[src/rtl/multicycle_ctrl.sv]
// Multicycle MIPS-subset controller: IF/ID/EX/MEM/WB sequencing, decode,
// mux/strobe generation, sticky illegal-opcode flag and retired counter.
module multicycle_ctrl (
    input  logic        clk,
    input  logic        rst,
    input  logic [5:0]  op,
    input  logic [5:0]  funct,
    input  logic        zero,
    input  logic        mem_ack,
    output logic        mem_req,
    output logic        mem_we,
    output logic        ir_wr,
    output logic        pc_wr,
    output logic [1:0]  pc_src,
    output logic        Ctrl_regWr,
    output logic        Ctrl_MemWr,
    output logic        Ctrl_ext,
    output logic [1:0]  Ctrl_regDst,
    output logic [1:0]  Ctrl_aluSrcA,
    output logic [1:0]  Ctrl_aluSrcB,
    output logic [1:0]  Ctrl_Mem2Reg,
    output logic [4:0]  Ctrl_alu,
    output logic [2:0]  state,
    output logic        illegal,
    output logic [31:0] retired
);
    typedef enum logic [2:0] {
        S_IF = 3'd0, S_ID = 3'd1, S_EX = 3'd2, S_MEM = 3'd3, S_WB = 3'd4, S_HALT = 3'd5
    } state_t;

    localparam logic [5:0] OP_R = 6'h00, OP_J = 6'h02, OP_JAL = 6'h03, OP_BEQ = 6'h04,
                           OP_ADDI = 6'h08, OP_ORI = 6'h0D, OP_LUI = 6'h0F,
                           OP_LW = 6'h23, OP_SW = 6'h2B;
    localparam logic [5:0] F_SLL = 6'h00, F_JR = 6'h08, F_ADD = 6'h20, F_SUB = 6'h22,
                           F_AND = 6'h24, F_OR = 6'h25, F_SLT = 6'h2A;
    localparam logic [4:0] ALU_ADD = 5'd0, ALU_SUB = 5'd1, ALU_AND = 5'd2, ALU_OR = 5'd3,
                           ALU_SLT = 5'd4, ALU_SLL = 5'd5;

    state_t      r_state, w_state_next;
    logic        r_illegal, r_rst_hold;
    logic [31:0] r_retired;
    logic        w_retire, w_set_illegal;

    logic w_rtype, w_r_legal, w_is_jr, w_is_lw, w_is_sw, w_is_beq, w_legal;
    assign w_rtype   = (op == OP_R);
    assign w_r_legal = (funct == F_SLL) || (funct == F_JR) || (funct == F_ADD) ||
                       (funct == F_SUB) || (funct == F_AND) || (funct == F_OR) ||
                       (funct == F_SLT);
    assign w_is_jr   = w_rtype && (funct == F_JR);
    assign w_is_lw   = (op == OP_LW);
    assign w_is_sw   = (op == OP_SW);
    assign w_is_beq  = (op == OP_BEQ);
    assign w_legal   = w_rtype ? w_r_legal :
                       ((op == OP_J) || (op == OP_JAL) || w_is_beq || (op == OP_ADDI) ||
                        (op == OP_ORI) || (op == OP_LUI) || w_is_lw || w_is_sw);

    // ALU selects for the EX phase; MEM reuses them so the address stays stable.
    logic [4:0] w_alu;
    logic [1:0] w_src_a, w_src_b;
    logic       w_ext;
    always_comb begin
        w_alu   = ALU_ADD;
        w_src_a = 2'd0;
        w_src_b = 2'd0;
        w_ext   = 1'b0;
        case (op)
            OP_R: begin
                case (funct)
                    F_SUB:   w_alu = ALU_SUB;
                    F_AND:   w_alu = ALU_AND;
                    F_OR:    w_alu = ALU_OR;
                    F_SLT:   w_alu = ALU_SLT;
                    F_SLL: begin
                        w_alu   = ALU_SLL;
                        w_src_b = 2'd1;
                    end
                    default: w_alu = ALU_ADD;
                endcase
            end
            OP_ADDI, OP_LW, OP_SW: begin
                w_src_b = 2'd2;
                w_ext   = 1'b1;
            end
            OP_ORI: begin
                w_alu   = ALU_OR;
                w_src_b = 2'd2;
            end
            OP_LUI: begin
                w_alu   = ALU_SLL;
                w_src_a = 2'd1;
                w_src_b = 2'd2;
            end
            OP_BEQ:  w_alu = ALU_SUB;
            default: w_alu = ALU_ADD;
        endcase
    end

    always_comb begin
        w_state_next  = r_state;
        w_retire      = 1'b0;
        w_set_illegal = 1'b0;
        mem_req       = 1'b0;
        mem_we        = 1'b0;
        ir_wr         = 1'b0;
        pc_wr         = 1'b0;
        pc_src        = 2'd0;
        Ctrl_regWr    = 1'b0;
        Ctrl_MemWr    = 1'b0;
        Ctrl_ext      = 1'b0;
        Ctrl_regDst   = 2'd0;
        Ctrl_aluSrcA  = 2'd0;
        Ctrl_aluSrcB  = 2'd0;
        Ctrl_Mem2Reg  = 2'd0;
        Ctrl_alu      = 5'd0;
        // Everything stays quiet from the first low-sampled reset edge until IF is live again.
        if (!r_rst_hold) begin
            case (r_state)
                S_IF: begin
                    mem_req = 1'b1;
                    if (mem_ack) begin
                        ir_wr        = 1'b1;
                        pc_wr        = 1'b1;
                        w_state_next = S_ID;
                    end
                end
                S_ID: begin
                    if (!w_legal) begin
                        w_set_illegal = 1'b1;
                        w_state_next  = S_HALT;
                    end else if (op == OP_J) begin
                        pc_wr        = 1'b1;
                        pc_src       = 2'd2;
                        w_retire     = 1'b1;
                        w_state_next = S_IF;
                    end else if (op == OP_JAL) begin
                        pc_wr        = 1'b1;
                        pc_src       = 2'd2;
                        w_state_next = S_WB;
                    end else if (w_is_jr) begin
                        pc_wr        = 1'b1;
                        pc_src       = 2'd3;
                        w_retire     = 1'b1;
                        w_state_next = S_IF;
                    end else begin
                        w_state_next = S_EX;
                    end
                end
                S_EX: begin
                    Ctrl_alu     = w_alu;
                    Ctrl_aluSrcA = w_src_a;
                    Ctrl_aluSrcB = w_src_b;
                    Ctrl_ext     = w_ext;
                    if (w_is_beq) begin
                        pc_wr        = zero;
                        pc_src       = zero ? 2'd1 : 2'd0;
                        w_retire     = 1'b1;
                        w_state_next = S_IF;
                    end else if (w_is_lw || w_is_sw) begin
                        w_state_next = S_MEM;
                    end else begin
                        w_state_next = S_WB;
                    end
                end
                S_MEM: begin
                    Ctrl_alu     = w_alu;
                    Ctrl_aluSrcA = w_src_a;
                    Ctrl_aluSrcB = w_src_b;
                    Ctrl_ext     = w_ext;
                    mem_req      = 1'b1;
                    mem_we       = w_is_sw;
                    Ctrl_MemWr   = w_is_sw;
                    if (mem_ack) begin
                        w_retire     = w_is_sw;
                        w_state_next = w_is_sw ? S_IF : S_WB;
                    end
                end
                S_WB: begin
                    Ctrl_regWr   = 1'b1;
                    w_retire     = 1'b1;
                    w_state_next = S_IF;
                    if (op == OP_JAL) begin
                        Ctrl_regDst  = 2'd2;
                        Ctrl_Mem2Reg = 2'd2;
                    end else if (w_rtype) begin
                        Ctrl_regDst  = 2'd1;
                    end else if (w_is_lw) begin
                        Ctrl_Mem2Reg = 2'd1;
                    end
                end
                S_HALT:  w_state_next = S_HALT;
                default: w_state_next = S_IF;
            endcase
        end
    end

    always_ff @(posedge clk) begin
        if (!rst) begin
            r_state    <= S_IF;
            r_illegal  <= 1'b0;
            r_retired  <= 32'd0;
            r_rst_hold <= 1'b1;
        end else begin
            r_rst_hold <= 1'b0;
            r_state    <= w_state_next;
            if (w_set_illegal) r_illegal <= 1'b1;
            if (w_retire)      r_retired <= r_retired + 32'd1;
        end
    end

    assign state   = r_state;
    assign illegal = r_illegal;
    assign retired = r_retired;
endmodule
[config.mk]
export PLATFORM = sky130hd
export DESIGN_NAME = multicycle_ctrl
export DESIGN_NICKNAME = d
export VERILOG_FILES = /design/src/rtl/multicycle_ctrl.sv
export SDC_FILE = /design/constraint.sdc
export NUM_CORES = 1
export LEC_CHECK = 0
export ABC_AREA = 1
export ABC_CLOCK_PERIOD_IN_PS = 1750
export CORE_ASPECT_RATIO = 1.2
export CORE_MARGIN = 2
export CORE_UTILIZATION = 35
export DETAILED_ROUTE_END_ITERATION = 10
export SYNTH_ARGS = -nofsm -noshare
export SYNTH_HDL_FRONTEND = slang
export SYNTH_SLANG_ARGS = --single-unit
[constraint.sdc]
create_clock -name clk -period 1.75 [get_ports clk]
set_clock_uncertainty 0.1 [all_clocks]
set_input_delay 0.2625 -clock clk [delete_from_list [all_inputs] [get_ports clk]]
set_output_delay 0.2625 -clock clk [all_outputs]
set_load 0.1 [all_outputs]
## Yosys cells after proc, flatten, opt, wreduce, memory -nomap -nowiden

Cells that the tools add are included.

- Flip-flop bits (word level): 37
- Latch bits: 0
- Memory bits (writable): 0
- ROM bits: 0
- Output and inout port bits: 58
- Logic and storage cells: 119
- Memories kept: 0

- Add/subtract/negate cells: 1
- Multiply operators: 0
- Divide/modulo/power cells: 0
- Order comparisons: 0
- Equal/unequal tests: 21
- Shift operators: 0
- Muxes and demuxes: 69
- Bitwise logic cells: 1
- Reduce and logical (&&, ||, !) cells: 23

Operators with widths:

| cell | count |
|---|---|
| $eq A6 B6 Y1 const B | 7 |
| $mux W1 | 36 |
| $add A32 B1 Y32 const B | 1 |
| $mux W2 | 16 |
| $pmux W3 S5 | 2 |
| $eq A6 B4 Y1 const B | 4 |
| $mux W3 | 8 |
| $logic_or A1 B1 Y1 | 14 |
| $eq A6 B2 Y1 const B | 2 |
| $logic_not A6 Y1 | 2 |
| $pmux W3 S4 | 1 |
| $mux W5 | 2 |
| $pmux W2 S2 | 2 |
| $eq A3 B2 Y1 const B | 2 |
| $eq A3 B3 Y1 const B | 2 |
| $eq A6 B3 Y1 const B | 1 |
| $reduce_or A5 Y1 | 1 |
| $ne A2 B2 Y1 const B | 2 |
| $pmux W1 S4 | 1 |
| $reduce_or A2 Y1 | 2 |
| $eq A3 B1 Y1 const B | 1 |
| $logic_not A3 Y1 | 1 |
| $pmux W1 S3 | 1 |
| $reduce_and A3 Y1 | 1 |
| 3 further kinds | 3 |

## Logic depth before layout (Yosys ltp)

Gate-level depths: netlist (run 1).

- Depth after elaboration: 12
- Mapped depth: 13
- Gate-level depth less buffers: 13

## Worst setup path after synthesis (run 1)

No wires, ideal clock.

- Path type: register -> output
- From: reg r_state[2], in the netlist state[2]
- To: out Ctrl_Mem2Reg[0]
- Data arrival time: 5.780 ns
- Data required time: 1.387 ns
- Path slack: -4.392 ns
- Stages on the path, launching flop included: 7
- Buffers on the path: 0
- Cells stage by stage: dfxtp_1 > inv_1 > nor2_1 > inv_1 > nor2_1 > inv_1 > nor4_1

- Word-level cells in the longest chain between the ends: 3

RTL lines:

| item | line | RTL |
|---|---|---|
| from (decl) | 39 | `state_t r_state, w_state_next;` |
| from (signal assigned) | 204 | `r_state <= w_state_next;` |
| $eq A3 B3 Y1 | 117 | `case (r_state)` |
| $mux W2 | 117 |  |
| $mux W2 | 116 | `if (!r_rst_hold) begin` |
| to (decl) | 21 | `output logic [1:0] Ctrl_Mem2Reg,` |

Every way passes these cells.

## Final worst setup path (run 1)

- From: reg r_state[1], in the netlist state[1]
- To: out pc_src[0]

- Word-level cells in the longest chain between the ends: 3

RTL lines:

| item | line | RTL |
|---|---|---|
| $eq A3 B2 Y1 or $eq A3 B1 Y1 (tied branches) | 117 |  |
| $pmux W2 S2 (*) | 117 |  |
| $mux W2 (*) | 116 |  |
| to (decl) | 14 | `output logic [1:0] pc_src,` |

Every way passes the cells marked *; elsewhere a longest branch is shown, timed or not.

==> impl_metrics.toml, run 1 <==
[outcome]
status = "finished, violations left"
violations = "negative setup slack"

[logic_synthesis]
yosys_register_bits = 37
synth_xor_area_share_pct = 5.69
synth_compound_area_share_pct = 7.96
synthesis.instances = 479
synth-seq-area-share_pct = 25.3
ys_warn_count = 0
synth_mux_area_share_pct = 0
synth-simple-area-share_pct = 49.6
syn_area_mm2 = 0.00292
syn-mean-instance-area_um2 = 6.10
yosys.cell_types.count = 35
synth_fa_ha_area_share_pct = 0.428
synth_top_family_by_area = "simple AND/OR/NAND/NOR gates"

[cts]
cts_tree = "built"
clockBufferDepth = 2
clkTransAtPathRegs_ns = 0.08
clkSinkCount = 37
clk_latency_ns = 0.29
numCtsBuffers = 5
root_buffer = "clkbuf_8"
cts.htree.levels = 2

[run]
drv_cap = 0

[setup_path]
arrival_ns = 1.66
setup.worst_path.class = "register to output port"
endpoint_kind = "output port"
crit_start = "state[1]"
r2r-end = "retired[30]"
slowest_stage = "dfxtp_4"
worstSetupStartpointType = "register"
worstPathRequired_ns = 1.39
max_stage_delay_ns = 0.36
critPathMaxFanout = 3
r2r_start = "state[1]"
reg2reg_slack_ns = -0.09
r2r_cells = 12
path_cells = "buf_6, nor2_4, inv_2, nor2_4, buf_6, nand4_1, a21oi_2, buf_12"

[grt]
grt_overflow = 0
grt_pass1_wl_um = 17900
antenna_found_initial = 0
grt_max_degree = 35
grt_pass1_vias = 3791
track_usage_pct = 24.2

[pwr]
sw_frac_of_total_pct = 34.6
ir_drop_mv = 0.373
p_clk_share_pct = 29.9
p_switching_w = 0.000704
p_int_w = 0.00133
power_density_mw_per_mm2 = 354
finalPower_w = 0.00203
combPwrFrac_pct = 29.0
leakage_nw = 2.20
power_frac_seq_pct = 41.2

[drt]
via_count = 3696
wl_per_cell_um = 14.9
dr.pass1.iters = 4
wl_um = 10700
routed_via_density = 5.17
ant_nets = 0
drc = 0
drt_iter0_drc = 174

[timing]
fin_crit_sh_pct = 115
fin_crit_ns = 2.02
tightest_slew_ns = 0.513
worst_slack_ns = -0.270
fmax_mhz = 495
drv_slew = 0
setup_viol_count_final = 51
whs_ns = 0.411
finalHoldViolCount = 0
slew_headroom_pct = 65.8
rsz0062_at_grt = "yes"

[placed_design]
dp_hpwl_um = 7350
place_ws_ns = -0.526
place_congestion = 0.939
place_area_mm2 = 0.00484
io_buffers = 70

[final_layout]
final_common_cell = "nand2_1"
antennaDiodeCount = 0
nets = 636
drive_above_1_share_pct = 53.5
register_area_um2 = 826
finish.utilization_pct = 70.8
layout_common_cells = "nand2_1 (104), buf_4 (62), buf_12 (60)"
num-fill-cells = 630
multi_input_area_mm2 = 0.00252
area_growth_pct = 96.4
final_cell_area_mm2 = 0.00574

[floorplan]
start_util_pct = 36.1
ioPinCount = 74
core-area_mm2 = 0.00811
dieArea_mm2 = 0.00910
dieHeight_um = 104
dieWidth_um = 87.4
rows = 36

[min_path]
worst_hold_startpoint = "retired[17]"
min-delay-path-class = "register to register"
min_path_cells = 2
holdPathEnd = "retired[17]"
registers in the layout, summed over array words and instances, names as in the netlist:
signal and flops:
r_rst_hold 1, illegal 1, state 3, retired 32
cells in the mapped netlist, drive strengths merged:
cell type	instances	area [µm²]
dfxtp	37	741
xnor2	6	52.6
nor3	8	45.0
inv	42	158
o21ai	3	15.0
a21oi	38	190
clkbuf	5	22.5
clkinv	2	7.51
buf	13	131
xor2	13	114
o21a	1	7.51
o211ai	1	7.51
conb	1	3.75
ha	1	12.5
nand3	47	258
nand2	149	591
nor2	89	410
and3	1	6.26
nand4	8	50.1
nand3b	11	82.6
a31oi	2	12.5
nor4	1	6.26
power by group through the flow:
stage | logic [W] | clock network [W] | registers (W)
finish | 0.000589 | 0.000608 | 0.000837
detailed placement | 0.000450 | 0 | 0.000856
floorplan | 0.000235 | 0 | 0.000899
CTS | 0.000538 | 0.000620 | 0.000837
global route | 0.000621 | 0.000658 | 0.000839
global placement | 0.000445 | 0 | 0.000856
routing by layer:
| metal | part of all wire, % | up-vias | track usage, % |
|---|---|---|---|
| met5 | 0 | - | 0 |
| met4 | 2.8 | 0 | 7.03 |
| met3 | 5.7 | 27 | 3.57 |
| met2 | 54 | 132 | 43.5 |
| met1 | 38 | 1726 | 29.0 |
| li1 | - | 1811 | - |
logic make-up (layout without fill, tap and decap cells):
group,after synthesis,in the layout
AOI/OAI and AO/OA,45,45
adders and majority gates,1,1
other,1,3
buffers and inverters,62,201
xor gates and xnor gates,19,19
DFF,37,37
and+or+nand+nor,314,314
through the flow:
step | setup TNS (ns) | instances
after floorplan | -9.92 | 481
after global placement | -21.03 | 684
after detailed placement | -22.80 | 684
after CTS | -4.71 | 710
after global routing | -7.82 | 715
final | -3.72 | 715
cell type report:
class	instances	share of cell area (%)
clock buffer	5	1.20
multi-input combinational	382	44.0
timing repair buffer	149	35.1
inverter	44	2.96
tap	95	2.07
sequential	37	14.4
clock inverter	3	0.305
worst max-delay path: cells and delay by family (launching register included):
kind,cells,cell delay [ns]
and+or+nand+nor,3,0.30
buffers and inverters,4,0.48
DFF,1,0.36
AOI/OAI and AO/OA,1,0.22
worst max path at each step:
| stage | to | slack, ns | cells after the start |
|---|---|---|---|
| 6_report | pc_src[0] | -0.27 | 8 |
| 5_1_grt | pc_wr | -0.35 | 11 |
| 4_1_cts | pc_src[0] | -0.29 | 8 |
| 3_5_place_dp | pc_src[0] | -0.53 | 7 |
| 3_3_place_gp | pc_src[0] | -0.50 | 7 |
| 2_1_floorplan | Ctrl_Mem2Reg[0] | -1.19 | 7 |
what timing repair did:
item | CTS | global route
hold buffers | 0 | 0
gates resized for setup | 159 | 49
pin swaps | 44 | 29
buffers inserted | 15 | 7
gates cloned | 4 | 0
setup endpoints to repair | 55 | 55
No activity file was read; power rests on OpenSTA's default activity.
==> run 2: changes to the inputs <==
- ABC_CLOCK_PERIOD_IN_PS: 1750 -> default
- CTS_CLUSTER_SIZE: default -> 20
==> results of run 2 <==
Final layout, timing and power as in run 1 (identical DEF).
==> run 3: changes to the inputs <==
- SETUP_SLACK_MARGIN: default -> 0.5
==> run 3 against run 2 <==
  * The flow still finishes with violations (negative setup slack)
  * Clock power grew 2%
  * Worst setup slack gained 0.0085 ns
  * Final cell count shrank 0.56%
  * Maximum frequency grew 0.42%
  * Register-to-register slack lost 0.08 ns
  * Sequential power shrank 2%
  * Count of clock-buffer cells in the layout is the same
  * Die area is the same
  * Critical endpoint is now pc_wr
==> impl_metrics.toml, run 3 (same netlist as run 1, synthesis figures left out) <==
[pwr]
finalPower_w = 0.00201
leakage_nw = 2.14
p_clk_share_pct = 30.8
power_density_mw_per_mm2 = 362
sw_frac_of_total_pct = 35.2
p_int_w = 0.00130
p_switching_w = 0.000706
power_frac_seq_pct = 40.7
combPwrFrac_pct = 28.5
ir_drop_mv = 0.352

[placed_design]
io_buffers = 70
place_congestion = 0.895
place_area_mm2 = 0.00487
dp_hpwl_um = 7350

[final_layout]
num-fill-cells = 658
nets = 632
drive_above_1_share_pct = 50.0
finish.utilization_pct = 68.4
layout_common_cells = "nand2_1 (132), buf_12 (61), nor2_1 (54)"
area_growth_pct = 89.6
largest_reg_flops = 32
antennaDiodeCount = 0
final_common_cell = "nand2_1"
final_cell_area_mm2 = 0.00554

[timing]
worst_slack_ns = -0.261
fin_crit_ns = 2.01
finalHoldViolCount = 0
fin_crit_sh_pct = 115
setup_viol_count_final = 50
drv_slew = 0
rsz0062_at_grt = "yes"
tns_ns = -6.28
fmax_mhz = 497

[setup_path]
worstPathRequired_ns = 1.39
arrival_ns = 1.65
r2r_start = "state[1]"
endpoint_kind = "output port"
path_cells = "buf_6, nor2_4, inv_2, nor2_4, inv_2, nor2_4, inv_2, a31oi_4, buf_12"
slowest_stage = "dfxtp_4"
cp-endpoint = "pc_wr"
setup.worst_path.class = "register to output port"
max_stage_delay_ns = 0.35
worstSetupStartpointType = "register"
r2r-end = "retired[27]"
critPathMaxFanout = 3
crit_start = "state[1]"
r2r_cells = 14
reg2reg_slack_ns = -0.17

[run]
drv_cap = 0

[drt]
via_count = 3597
ant_nets = 0
wl_um = 10300
dr.pass1.iters = 4
wl_per_cell_um = 14.5
routed_via_density = 5.06
drt_iter0_drc = 128
drc = 0

[cts]
clk_latency_ns = 0.31
root_buffer = "clkbuf_8"
hold_buffers = 0
clkTransAtPathRegs_ns = 0.09
numCtsBuffers = 5
cts_tree = "built"
clkSinkCount = 37
clockBufferDepth = 2
cts.htree.levels = 2

[outcome]
violations = "negative setup slack"
status = "finished, violations left"

[floorplan]
rows = 36
dieArea_mm2 = 0.00910
start_util_pct = 36.1
core-area_mm2 = 0.00811
ioPinCount = 74
dieHeight_um = 104
dieWidth_um = 87.4

[grt]
grt_max_degree = 35
antenna_found_initial = 0
grt_overflow = 0
track_usage_pct = 22.0
grt_pass1_vias = 3511
grt_pass1_wl_um = 16300

[min_path]
min-delay-path-class = "register to register"
==> run 3: changes by cell type in the layout (fill, tap and decap cells not counted), moves of 10 or more <==
cell and change:
dfxtp_4 +14, nand2_4 -16, dfxtp_2 -11, buf_4 -12, nand2_1 +28, nand2_2 -12
nand3_2 +10
==> run 3: power groups by stage <==
stage	clock network (W)	registers, W	logic (W)
floorplan	0	0.000899	0.000241
global placement	0	0.000857	0.000459
detailed placement	0	0.000857	0.000465
CTS	0.000631	0.000821	0.000523
global route	0.000660	0.000820	0.000605
finish	0.000618	0.000818	0.000571
==> run 3: area by class of cell <==
type | count | area (µm²) | area share [%]
repair buffers | 145 | 1960 | 35.3
multi-input cells | 382 | 2340 | 42.3
well taps | 95 | 119 | 2.14
clock buffers | 5 | 68.8 | 1.24
clock inverters | 3 | 17.5 | 0.316
flip-flops and latches | 37 | 865 | 15.6
inverters | 44 | 171 | 3.09
==> run 3: worst max-delay path: cells and delay by family, from the launching register on <==
kind                   cells  cell delay, ns
flip-flops                 1            0.35
AO/OA/AOI/OAI              1            0.18
buffers and inverters      5            0.50
AND/OR/NAND/NOR            3            0.33
==> run 3: worst min-delay path by stage <==
stage | start | endpoint | slack [ns] | depth (start not counted)
finish | illegal | illegal | 0.40 | 1
global route | illegal | illegal | 0.42 | 1
CTS | illegal | illegal | 0.40 | 1
detailed placement | illegal | illegal | 0.38 | 1
global placement | illegal | illegal | 0.37 | 1
floorplan | rst | retired[1] | 0.28 | 2
==> run 3: through the flow <==
step	hold slack [ns]	setup slack (ns)	cells
2_1_floorplan	0.279	-1.19	481
3_3_place_gp	0.375	-0.503	681
3_5_place_dp	0.382	-0.532	681
4_1_cts	0.402	-0.227	703
5_1_grt	0.421	-0.328	711
6_report	0.403	-0.261	711
==> run 3: repair_timing <==
| action | in CTS | in global routing |
|---|---|---|
| buffers inserted | 12 | 7 |
| pin swaps | 39 | 46 |
| gates resized for setup | 80 | 83 |
| endpoints found under the setup margin | 76 | 82 |
| gates cloned | 2 | 1 |
==> run 3: per-layer routing <==
| metal | routed length [µm] | vias up | global-route usage [%] |
|---|---|---|---|
| li1 | - | 1794 | - |
| met1 | 3960 | 1683 | 25.9 |
| met2 | 5660 | 99 | 39.6 |
| met3 | 403 | 21 | 2.38 |
| met4 | 316 | 0 | 8.68 |
| met5 | 0 | - | 0 |
